## src/rtl/xorshift_stream.sv

```systemverilog
// Xorshift PRNG (32- or 64-bit state) driving a ready/valid word stream, with
// runtime seeding, zero-seed protection, warm-up discard and a word counter.
module xorshift_stream #(
   parameter int unsigned      WIDTH        = 32,
   parameter int unsigned      WARMUP       = 0,
   parameter logic [WIDTH-1:0] DEFAULT_SEED = {{(WIDTH-1){1'b0}}, 1'b1}
) (
   input  logic             clk,
   input  logic             rst,
   input  logic             en,
   input  logic             seed_load,
   input  logic [WIDTH-1:0] seed,
   output logic [WIDTH-1:0] out,
   output logic             out_valid,
   input  logic             out_ready,
   output logic             busy,
   output logic             seed_err,
   output logic [31:0]      gen_count,
   output logic             fsm_dbg
);

   generate
      if ((WIDTH != 32) && (WIDTH != 64)) begin : g_bad_width
         $error("xorshift_stream: WIDTH must be 32 or 64");
      end
      if (WARMUP > 255) begin : g_bad_warmup
         $error("xorshift_stream: WARMUP must be 0..255");
      end
      if (DEFAULT_SEED == '0) begin : g_bad_seed
         $error("xorshift_stream: DEFAULT_SEED must be nonzero");
      end
   endgenerate

   localparam int SH_A = 13;
   localparam int SH_B = (WIDTH == 64) ? 7 : 17;
   localparam int SH_C = (WIDTH == 64) ? 17 : 5;
   localparam logic [7:0] WARM_INIT = WARMUP[7:0];

   typedef enum logic {WARM = 1'b0, RUN = 1'b1} fsm_t;
   localparam fsm_t FSM_INIT = (WARMUP > 0) ? WARM : RUN;

   // Handshake: a word in out is transferred on any edge where out_valid and
   // out_ready are both high; out and out_valid are held while out_ready is low.

   function automatic logic [WIDTH-1:0] step(input logic [WIDTH-1:0] v);
      logic [WIDTH-1:0] t;
      t = v ^ (v << SH_A);
      t = t ^ (t >> SH_B);
      t = t ^ (t << SH_C);
      return t;
   endfunction

   fsm_t             fsm;
   logic [WIDTH-1:0] x;
   logic [WIDTH-1:0] x_step;
   logic [7:0]       warm_cnt;
   logic             slot_free;

   assign x_step    = step(x);
   assign slot_free = !out_valid || out_ready;
   assign fsm_dbg   = (fsm == RUN);

   always_ff @(posedge clk) begin
      if (rst) begin
         x         <= DEFAULT_SEED;
         warm_cnt  <= WARM_INIT;
         fsm       <= FSM_INIT;
         out       <= '0;
         out_valid <= 1'b0;
         busy      <= (FSM_INIT == WARM);
         seed_err  <= 1'b0;
         gen_count <= '0;
      end else begin
         seed_err <= 1'b0;
         if (seed_load) begin
            // A zero seed would lock xorshift at zero forever; substitute and flag it.
            x         <= (seed == '0) ? DEFAULT_SEED : seed;
            seed_err  <= (seed == '0);
            warm_cnt  <= WARM_INIT;
            fsm       <= FSM_INIT;
            busy      <= (FSM_INIT == WARM);
            out_valid <= 1'b0;
            gen_count <= '0;
         end else begin
            case (fsm)
               WARM: begin
                  if (en) begin
                     x        <= x_step;
                     warm_cnt <= warm_cnt - 8'd1;
                     if (warm_cnt == 8'd1) begin
                        fsm  <= RUN;
                        busy <= 1'b0;
                     end
                  end
               end
               RUN: begin
                  if (en && slot_free) begin
                     x         <= x_step;
                     out       <= x_step;
                     out_valid <= 1'b1;
                     gen_count <= gen_count + 32'd1;
                  end else if (out_valid && out_ready) begin
                     out_valid <= 1'b0;
                  end
               end
            endcase
         end
      end
   end

endmodule

```

## config.mk

```make
export PLATFORM = sky130hd
export DESIGN_NAME = xorshift_stream
export DESIGN_NICKNAME = d
export VERILOG_FILES = /design/src/rtl/xorshift_stream.sv
export SDC_FILE = /design/constraint.sdc
export NUM_CORES = 1
export LEC_CHECK = 0
export BUFFER_PORTS_ARGS = -buffer_cell sky130_fd_sc_hd__buf_2
export CORE_MARGIN = 2
export CORE_UTILIZATION = 57
export CTS_CLUSTER_DIAMETER = 30
export CTS_CLUSTER_SIZE = 16
export DETAILED_ROUTE_END_ITERATION = 8
export PLACE_DENSITY = 0.81
export RECOVER_POWER = 25
export SLEW_MARGIN = 0
export SYNTH_ARGS = -nofsm -noshare
export SYNTH_HDL_FRONTEND = slang
export SYNTH_SLANG_ARGS = --single-unit
```

## constraint.sdc

```tcl
create_clock -name clk -period 2.34 [get_ports clk]
set_input_delay 0.234 -clock clk [delete_from_list [all_inputs] [get_ports clk]]
set_output_delay 0.234 -clock clk [all_outputs]
set_load 0.005 [all_outputs]
```

==> impl_metrics.ini, run 1 <==
[route]
ant_nets = 0
wl_per_cell_um = 17.4
dr_wl_met2_um = 7050
drc = 0
wirelength_um = 15100
first_pass_iters = 5
vias = 5225
m1WireLength_um = 6500
top_layer = met4
routed_via_density = 6.00
drt_iter0_markers = 455
dr_wl_met3_um = 1160

[sta]
finalMaxSlewViolations = 0
relSlewSlack_pct = 33.8
rsz0062_at_grt = false
tightest_slew_ns = 0.990
finalWorstPathRequiredPeriod_ns = 2.12
timing.final.crit_share_pct = 90.7
hold_viol = 0
fmax_ghz = 0.471
setup_tns_ns = 0
fin_skew_ns = 0.0165
setup_viol = 0

[hold_path]
worstHoldPathCells = 3
holdCritPathClass = input pin to register
hold-path-endpoint = x[24]
min_from = seed[24]

[global_routing]
grt_usage_pct = 27.0
grt_overflow = 0
grt_pass1_wl_um = 24200
grt_pass1_vias = 4867
grt_max_degree = 55
antenna_found_initial = 0

[yosys]
synth_most_common_cell = dfxtp_1
synth_area_um2 = 5970
synth.avg_cell_area_um2 = 9.03
yosys.area.top_type = dfxtp_1
synthFlopType = dfxtp_1
ys_top_cells_by_count = 107 x dfxtp_1, 63 x nor2_1, 62 x nand2_1, 44 x clkbuf_1, 40 x xnor2_1
ys_ff_latch = 107
synth_cells = 661
netlist.area_leader.share_pct = 35.9
seq_area_frac_synth_pct = 35.9
ys_async_sr_fraction_pct = 0
yosysWarnings = 0
ys_types = 48
synth_edf_count = 0
synthTopCellsByArea = dfxtp_1 36%, xnor3_1 6.4%, xnor2_1 5.9%
synth_nets = 701

[placement]
place_area_um2 = 6510
gp_congestion = 0.898
io_buffers = 103
dpl.hpwl_um = 10900

[cts]
clk_pin_slew_ns = 0.11
cts_tree = done
clk_latency_ns = 0.38
cts_root_buf = clkbuf_8
cts.sinks = 107
htreeDepth = 3
cts-buffers-inserted = 9
cts_setup_buffers = 0
cts_buffer_depth = 2

[critical_path]
worstReg2RegEnd = gen_count[21]
arrival_ns = 2.44
critical_path_class = register to register
r2r_cells = 4
crit_path_end_kind = register
rr_startpoint = gen_count[9]
required_ns = 2.66
cp_max_fo = 12
rrSetupSlack_ns = 0.22
cp-start-kind = register

[floorplanning]
dieArea_um2 = 11300
die_height_um = 106
initial_core_util_pct = 58.3
pin_count = 105
die_w_um = 106
core-area_um2 = 10200
fp-row-count = 37

[finish]
nets = 770
drive_gt1_share_pct = 16.7
diodes = 0
final_area_um2 = 6680
area_delta_synth_final_pct = 11.9

[flow_run]
drv_cap = 0

[status]
status = complete, no violations

[pwr]
p_leak_uw = 0.00257
ir_drop_mv = 0.363
power_per_cell_area_nw_per_um2 = 703
[stage by stage]
step / power, µW / std cells / hold slack [ns] / setup WS (ns) / utilization [%]
floorplan: 3180 / 661 / 0.370 / 0.400 / -
detailed placement: 3550 / 855 / 0.443 / 0.0824 / 63.6
global route: 4920 / 871 / 0.113 / 0.0428 / 65.3
CTS: 4700 / 871 / 0.0987 / 0.0758 / 65.5
finish: 4690 / 871 / 0.101 / 0.218 / 65.3
global placement: 3520 / 855 / 0.441 / 0.198 / 63.6
[sequential cells by signal, indices dropped and copies added, names as in the netlist]
name / flops
fsm_dbg: 1
gen_count: 32
out: 32
out_valid: 1
seed_err: 1
warm_cnt: 8
x: 32
[power breakdown]
group	internal (µW)	leakage (µW)	switching [µW]
Sequential	1940	0.000876	154
Combinational	731	0.00160	702
Clock	505	0.0000954	658
[worst max-delay path by stage]
| stage | startpoint | to | slack, ns | depth (start not counted) |
|---|---|---|---|---|
| floorplan | out_valid | gen_count[22] | 0.40 | 7 |
| global placement | fsm_dbg | gen_count[12] | 0.20 | 4 |
| detailed placement | fsm_dbg | gen_count[10] | 0.08 | 4 |
| CTS | fsm_dbg | gen_count[10] | 0.08 | 4 |
| global route | gen_count[9] | gen_count[21] | 0.04 | 4 |
| finish | gen_count[9] | gen_count[21] | 0.22 | 4 |
[cells in the final DEF, fill, tap and decap left out, drive strengths merged, types with 7 or more instances in the layout]
master / synthesis / routed
clkbuf: 45 / 32
o21ai: 16 / 16
xnor3: 17 / 17
nor2: 63 / 63
xnor2: 46 / 46
nand3: 19 / 19
or3: 31 / 31
nor4: 25 / 25
buf: 15 / 97
o31ai: 8 / 8
xor2: 31 / 31
dfxtp: 107 / 107
a211oi: 36 / 36
a311oi: 12 / 12
or4: 11 / 11
nand2: 63 / 63
inv: 8 / 9
mux2i: 15 / 15
a21oi: 36 / 36
xor3: 8 / 8
nand4: 7 / 7
[layout make-up]
type | instances | area [µm²]
Sequential cell | 107 | 2140
Multi-Input combinational cell | 486 | 3540
Clock buffer | 11 | 131
Fill cell | 856 | 3550
Timing Repair Buffer | 118 | 601
Inverter | 8 | 30.0
Tap cell | 136 | 170
Clock inverter | 5 | 62.6
[worst max-delay path, cell delays in order (launching register included)]
cell,delay (ns)
dfxtp_1,0.44
nand4_1,0.18
or4_1,0.76
or4_1,0.54
a21oi_1,0.15
[routing by layer]
layer / vias up / global-route usage [%]
li1: 2488 / -
met1: 2481 / 35.7
met2: 229 / 43.2
met3: 27 / 5.82
met4: 0 / 10.5
met5: - / 0
[kinds of logic after synthesis]
family                   share of synthesized area [%]
AND/OR/NAND/NOR                                   21.3
AO/OA/AOI/OAI                                     13.0
flip-flops                                        35.9
XOR/XNOR                                          21.7
buffers and inverters                             4.95
multiplexers                                      2.52
adder cells (fa/ha/maj)                          0.629
other                                           0.0628
[what timing repair did]
action | 4_1_cts | 5_1_grt
hold buffers | 0 | 0
endpoints found under the setup margin | 0 | 5
gates resized for setup | 0 | 1
No activity file was read; power rests on OpenSTA's default activity.
==> run 2, diff against run 1 <==
--- a/config.mk
+++ b/config.mk
@@ -13,6 +13,7 @@
 export DETAILED_ROUTE_END_ITERATION = 8
 export PLACE_DENSITY = 0.81
 export RECOVER_POWER = 25
+export SETUP_SLACK_MARGIN = 0.3
 export SLEW_MARGIN = 0
 export SYNTH_ARGS = -nofsm -noshare
 export SYNTH_HDL_FRONTEND = slang
==> constraint.sdc (replaced) <==
create_clock -name clk -period 2.1 [get_ports clk]
set_input_delay 0.21 -clock clk [delete_from_list [all_inputs] [get_ports clk]]
set_output_delay 0.21 -clock clk [all_outputs]
set_load 0.005 [all_outputs]
==> impl_metrics.ini, run 2 (same netlist as run 1, synthesis figures left out) <==
[global_routing]
grt_pass1_vias = 5000
grt_max_degree = 55
antenna_found_initial = 0
grt_pass1_wl_um = 25500
grt_usage_pct = 28.6
grt_overflow = 0

[sta]
setup_viol = 0
timing.final.crit_share_pct = 92.6
hold_viol = 0
finalMaxSlewViolations = 0
relSlewSlack_pct = 28.7
setup_ws_ns = 0.155
finalWorstPathRequiredPeriod_ns = 1.95
fmax_ghz = 0.514
rsz0062_at_grt = true
fin_skew_ns = 0.0104
tightest_slew_ns = 1.07
setup_tns_ns = 0

[critical_path]
cp-start-kind = register
max_stage_delay_ns = 0.60
cp_cell_sequence = nand3_4 -> or4b_4 -> or4_4 -> a21oi_2
critical_path_class = register to register
arrival_ns = 2.27
crit_path_end_kind = register
cp_max_fo = 7
required_ns = 2.42
crit_slowest_cell = or4b_4

[status]
status = complete, no violations

[cts]
cts.sinks = 107
cts_root_buf = clkbuf_8
cts_tree = done
htreeDepth = 3
cts-buffers-inserted = 9
hold_buffers = 0
clk_latency_ns = 0.38
clk_pin_slew_ns = 0.10
cts_buffer_depth = 2

[route]
vias = 5627
drt_iter0_markers = 606
wl_per_cell_um = 19.2
drc = 0
first_pass_iters = 5
ant_nets = 0
routed_via_density = 6.24
wirelength_um = 17300

[finish]
area_delta_synth_final_pct = 24.4
multi_input_area_um2 = 3940
diodes = 0
nets = 802
layout_commonest_cell = buf_2
drive_gt1_share_pct = 28.9
regArea_um2 = 2190
reg_top3 = gen_count x32, out x32, x x32
post-route-util_pct = 72.5
final_area_um2 = 7420
final_cell_mix = 87 x buf_2, 83 x dfxtp_1, 63 x nor2_1
fillerInstances = 719
final_cells = 902

[pwr]
swShare_pct = 31.6
p_leak_uw = 0.00299
power_frac_clock_pct = 25.3
comb_power_share_pct = 32.2
p_sw_uw = 1750
ir_drop_mv = 0.372
p_seq_share_pct = 42.5
power_per_cell_area_nw_per_um2 = 748
p_int_uw = 3800

[hold_path]
holdCritPathClass = input pin to register

[placement]
place_area_um2 = 6740
dp_slack_ns = 0.119
io_buffers = 103
placed_cells_incl_taps = 865
dpl.hpwl_um = 11200
gp_congestion = 0.871

[floorplanning]
fp-row-count = 37
die_w_um = 106
die_height_um = 106
core-area_um2 = 10200
initial_core_util_pct = 58.3
dieArea_um2 = 11300
pin_count = 105

[flow_run]
drv_cap = 0
## run 2: area by class of cell
cell class / instances / area share [%]
clock buffers: 10 / 1.85
flip-flops and latches: 107 / 29.5
inverters: 8 / 0.405
repair buffers: 147 / 11.8
well taps: 136 / 2.29
clock inverters: 5 / 1.05
multi-input cells: 489 / 53.1
## run 2: path summary, 6_finish.rpt
check | end | slack, ns | from | cells after the start
worst max-delay path | gen_count[21] | 0.15 | gen_count[2] | 4
worst min-delay path | x[26] | 0.09 | seed[26] | 3
worst max register to register | gen_count[21] | 0.15 | gen_count[2] | 4
worst min register to register | out[3] | 0.45 | out[3] | 2
## run 2: timing repair
item | 4_1_cts | 5_1_grt
resized for setup | 39 | 44
endpoints found under the setup margin | 33 | 35
pin swaps | 6 | 8
cloned | 2 | 1
buffers inserted | 8 | 11
## run 2: worst max-delay path: cells and delay by family, from the launching register on
family           cells  cell delay [ns]
AND/OR/NAND/NOR      3             1.30
flip-flops           1             0.46
AO/OA/AOI/OAI        1             0.13
## run 2: through the flow
stage	power, µW	hold WS (ns)
floorplan	3550	0.346
global placement	3950	0.441
detailed placement	3990	0.443
CTS	5400	0.0711
global route	5760	0.0988
finish	5550	0.0879
## run 2: power by group through the flow
stage                     registers, µW  logic [µW]  clock network [µW]
after floorplan                    2290        1250                   0
after global placement             2360        1590                   0
after detailed placement           2370        1630                   0
after CTS                          2330        1680                1400
after global routing               2370        1910                1480
final                              2360        1790                1410
## run 2: routing by layer
| layer | part of all wire [%] | vias up | GRT usage (%) |
|---|---|---|---|
| met3 | 7.8 | 36 | 3.99 |
| met1 | 41 | 2709 | 38.5 |
| met5 | 0 | - | 0 |
| met4 | 2.5 | 0 | 10.3 |
| met2 | 48 | 315 | 46.8 |
| li1 | - | 2567 | - |
==> run 3, diff against run 2 <==
--- a/config.mk
+++ b/config.mk
@@ -5,13 +5,15 @@
 export SDC_FILE = /design/constraint.sdc
 export NUM_CORES = 1
 export LEC_CHECK = 0
-export BUFFER_PORTS_ARGS = -buffer_cell sky130_fd_sc_hd__buf_2
+export CELL_PAD_IN_SITES_DETAIL_PLACEMENT = 0
+export CELL_PAD_IN_SITES_GLOBAL_PLACEMENT = 1
 export CORE_MARGIN = 2
-export CORE_UTILIZATION = 57
+export CORE_UTILIZATION = 48
 export CTS_CLUSTER_DIAMETER = 30
 export CTS_CLUSTER_SIZE = 16
 export DETAILED_ROUTE_END_ITERATION = 8
-export PLACE_DENSITY = 0.81
+export DONT_BUFFER_PORTS = 1
+export PLACE_DENSITY_LB_ADDON = 0.1
 export RECOVER_POWER = 25
 export SETUP_SLACK_MARGIN = 0.3
 export SLEW_MARGIN = 0
==> impl_metrics.ini, run 3 (same netlist as run 1, synthesis figures left out) <==
[global_routing]
grt_usage_pct = 24.8
grt_overflow = 0
grt_pass1_vias = 4750
grt_max_degree = 66
antenna_found_initial = 0
grt_pass1_wl_um = 25500

[critical_path]
max_stage_delay_ns = 0.52
rr_startpoint = gen_count[4]
critical_path_class = register to register
critPathTopFamily = simple AND/OR/NAND/NOR gates
required_ns = 2.39
worst-path-buf-inv = 1
crit_path_end_kind = register
cp_max_fo = 8
critPathLaunch = gen_count[4]
crit_slowest_cell = or4b_4
arrival_ns = 2.21
cp-start-kind = register
r2r_cells = 5
path_depth = 5
cp_cell_sequence = nand3_4 -> or4b_4 -> buf_12 -> or4_4 -> a21oi_2

[finish]
reg_top3 = gen_count x32, out x32, x x32
layout_commonest_cell = dfxtp_1
area_delta_synth_final_pct = 18.6
final_cell_mix = 91 x dfxtp_1, 63 x nor2_1, 62 x nand2_1
nets = 717
final_cells = 850
diodes = 0
drive_gt1_share_pct = 19.6

[placement]
dpl.hpwl_um = 11300
io_buffers = 0
gp_congestion = 0.847
placed_cells_incl_taps = 805

[floorplanning]
initial_core_util_pct = 49.5
die_w_um = 116
dieArea_um2 = 13300
die_height_um = 116
fp-row-count = 40
pin_count = 105
core-area_um2 = 12100

[sta]
finalMaxSlewViolations = 0
rsz0062_at_grt = true
hold_viol = 0
timing.final.crit_share_pct = 91.6
setup_viol = 0
setup_tns_ns = 0
fin_skew_ns = 0.00609
finalWorstPathRequiredPeriod_ns = 1.92
fmax_ghz = 0.520
tightest_slew_ns = 0.594
relSlewSlack_pct = 60.0

[pwr]
p_leak_uw = 0.00265
p_seq_share_pct = 41.7
ir_drop_mv = 0.457
swShare_pct = 31.1
p_int_uw = 3900
power_frac_clock_pct = 29.1
power_per_cell_area_nw_per_um2 = 801
p_sw_uw = 1760
comb_power_share_pct = 29.2

[hold_path]
holdCritPathClass = input pin to register
min_from = seed_load
worstHoldPathCells = 2

[route]
wirelength_um = 16700
first_pass_iters = 4
wl_per_cell_um = 19.7
drc = 0
vias = 4970
ant_nets = 0
drt_iter0_markers = 323
routed_via_density = 5.85

[cts]
cts-buffers-inserted = 9
htreeDepth = 3
cts_buffer_depth = 2
clk_latency_ns = 0.36
cts_tree = done
cts.sinks = 107
clk_pin_slew_ns = 0.07
cts_root_buf = clkbuf_16

[status]
status = complete, no violations

[flow_run]
drv_cap = 0
## run 3: worst paths after layout
kind | end | slack, ns
worst max-delay path | gen_count[21] | 0.18
worst min-delay path | x[23] | 0.02
worst max register to register | gen_count[21] | 0.18
worst min register to register | out[4] | 0.47
## run 3: final cells by class
type                    count  area, µm²
well taps                 168        210
fillers                  1102       4980
clock inverters             5       36.3
flip-flops and latches    107       2160
repair buffers             64        566
clock buffers              11        243
inverters                   8       30.0
multi-input cells         487       3830
## run 3: what timing repair did
| action | CTS | global route |
|---|---|---|
| setup endpoints to repair | 31 | 37 |
| cloned | 0 | 1 |
| endpoints found under the hold margin | 66 | 0 |
| setup buffers | 9 | 10 |
| hold buffers | 9 | 0 |
| gates resized for setup | 24 | 39 |
| pin swaps | 7 | 14 |
## run 3: per-layer routing
| layer | vias to the layer above | global-route usage (%) | share of wire, % |
|---|---|---|---|
| met2 | 145 | 42.8 | 50 |
| li1 | 2395 | - | - |
| met4 | 0 | 8.19 | 2.2 |
| met1 | 2401 | 30.3 | 41 |
| met3 | 29 | 6.07 | 6.1 |
| met5 | - | 0 | 0 |
## run 3: power by group through the flow
stage / registers [µW] / logic [µW] / clock network, µW
2_1_floorplan: 2290 / 1250 / 0
3_5_place_dp: 2390 / 1540 / 0
5_1_grt: 2380 / 1770 / 1760
3_3_place_gp: 2390 / 1530 / 0
6_report: 2360 / 1660 / 1650
4_1_cts: 2350 / 1620 / 1690
## run 3: metrics by stage
stage / instance area [µm²] / power [µW] / worst slack, ns / utilization (%) / hold slack, ns
after floorplan: 6140 / 3550 / 0.227 / - / 0.346
after global placement: 6340 / 3920 / 0.194 / 52.5 / 0.290
after detailed placement: 6340 / 3930 / 0.161 / 52.5 / 0.296
after CTS: 6890 / 5660 / 0.226 / 57.1 / 0.000834
after global routing: 7080 / 5920 / 0.105 / 58.7 / 0.0161
final: 7080 / 5670 / 0.177 / 58.7 / 0.0165
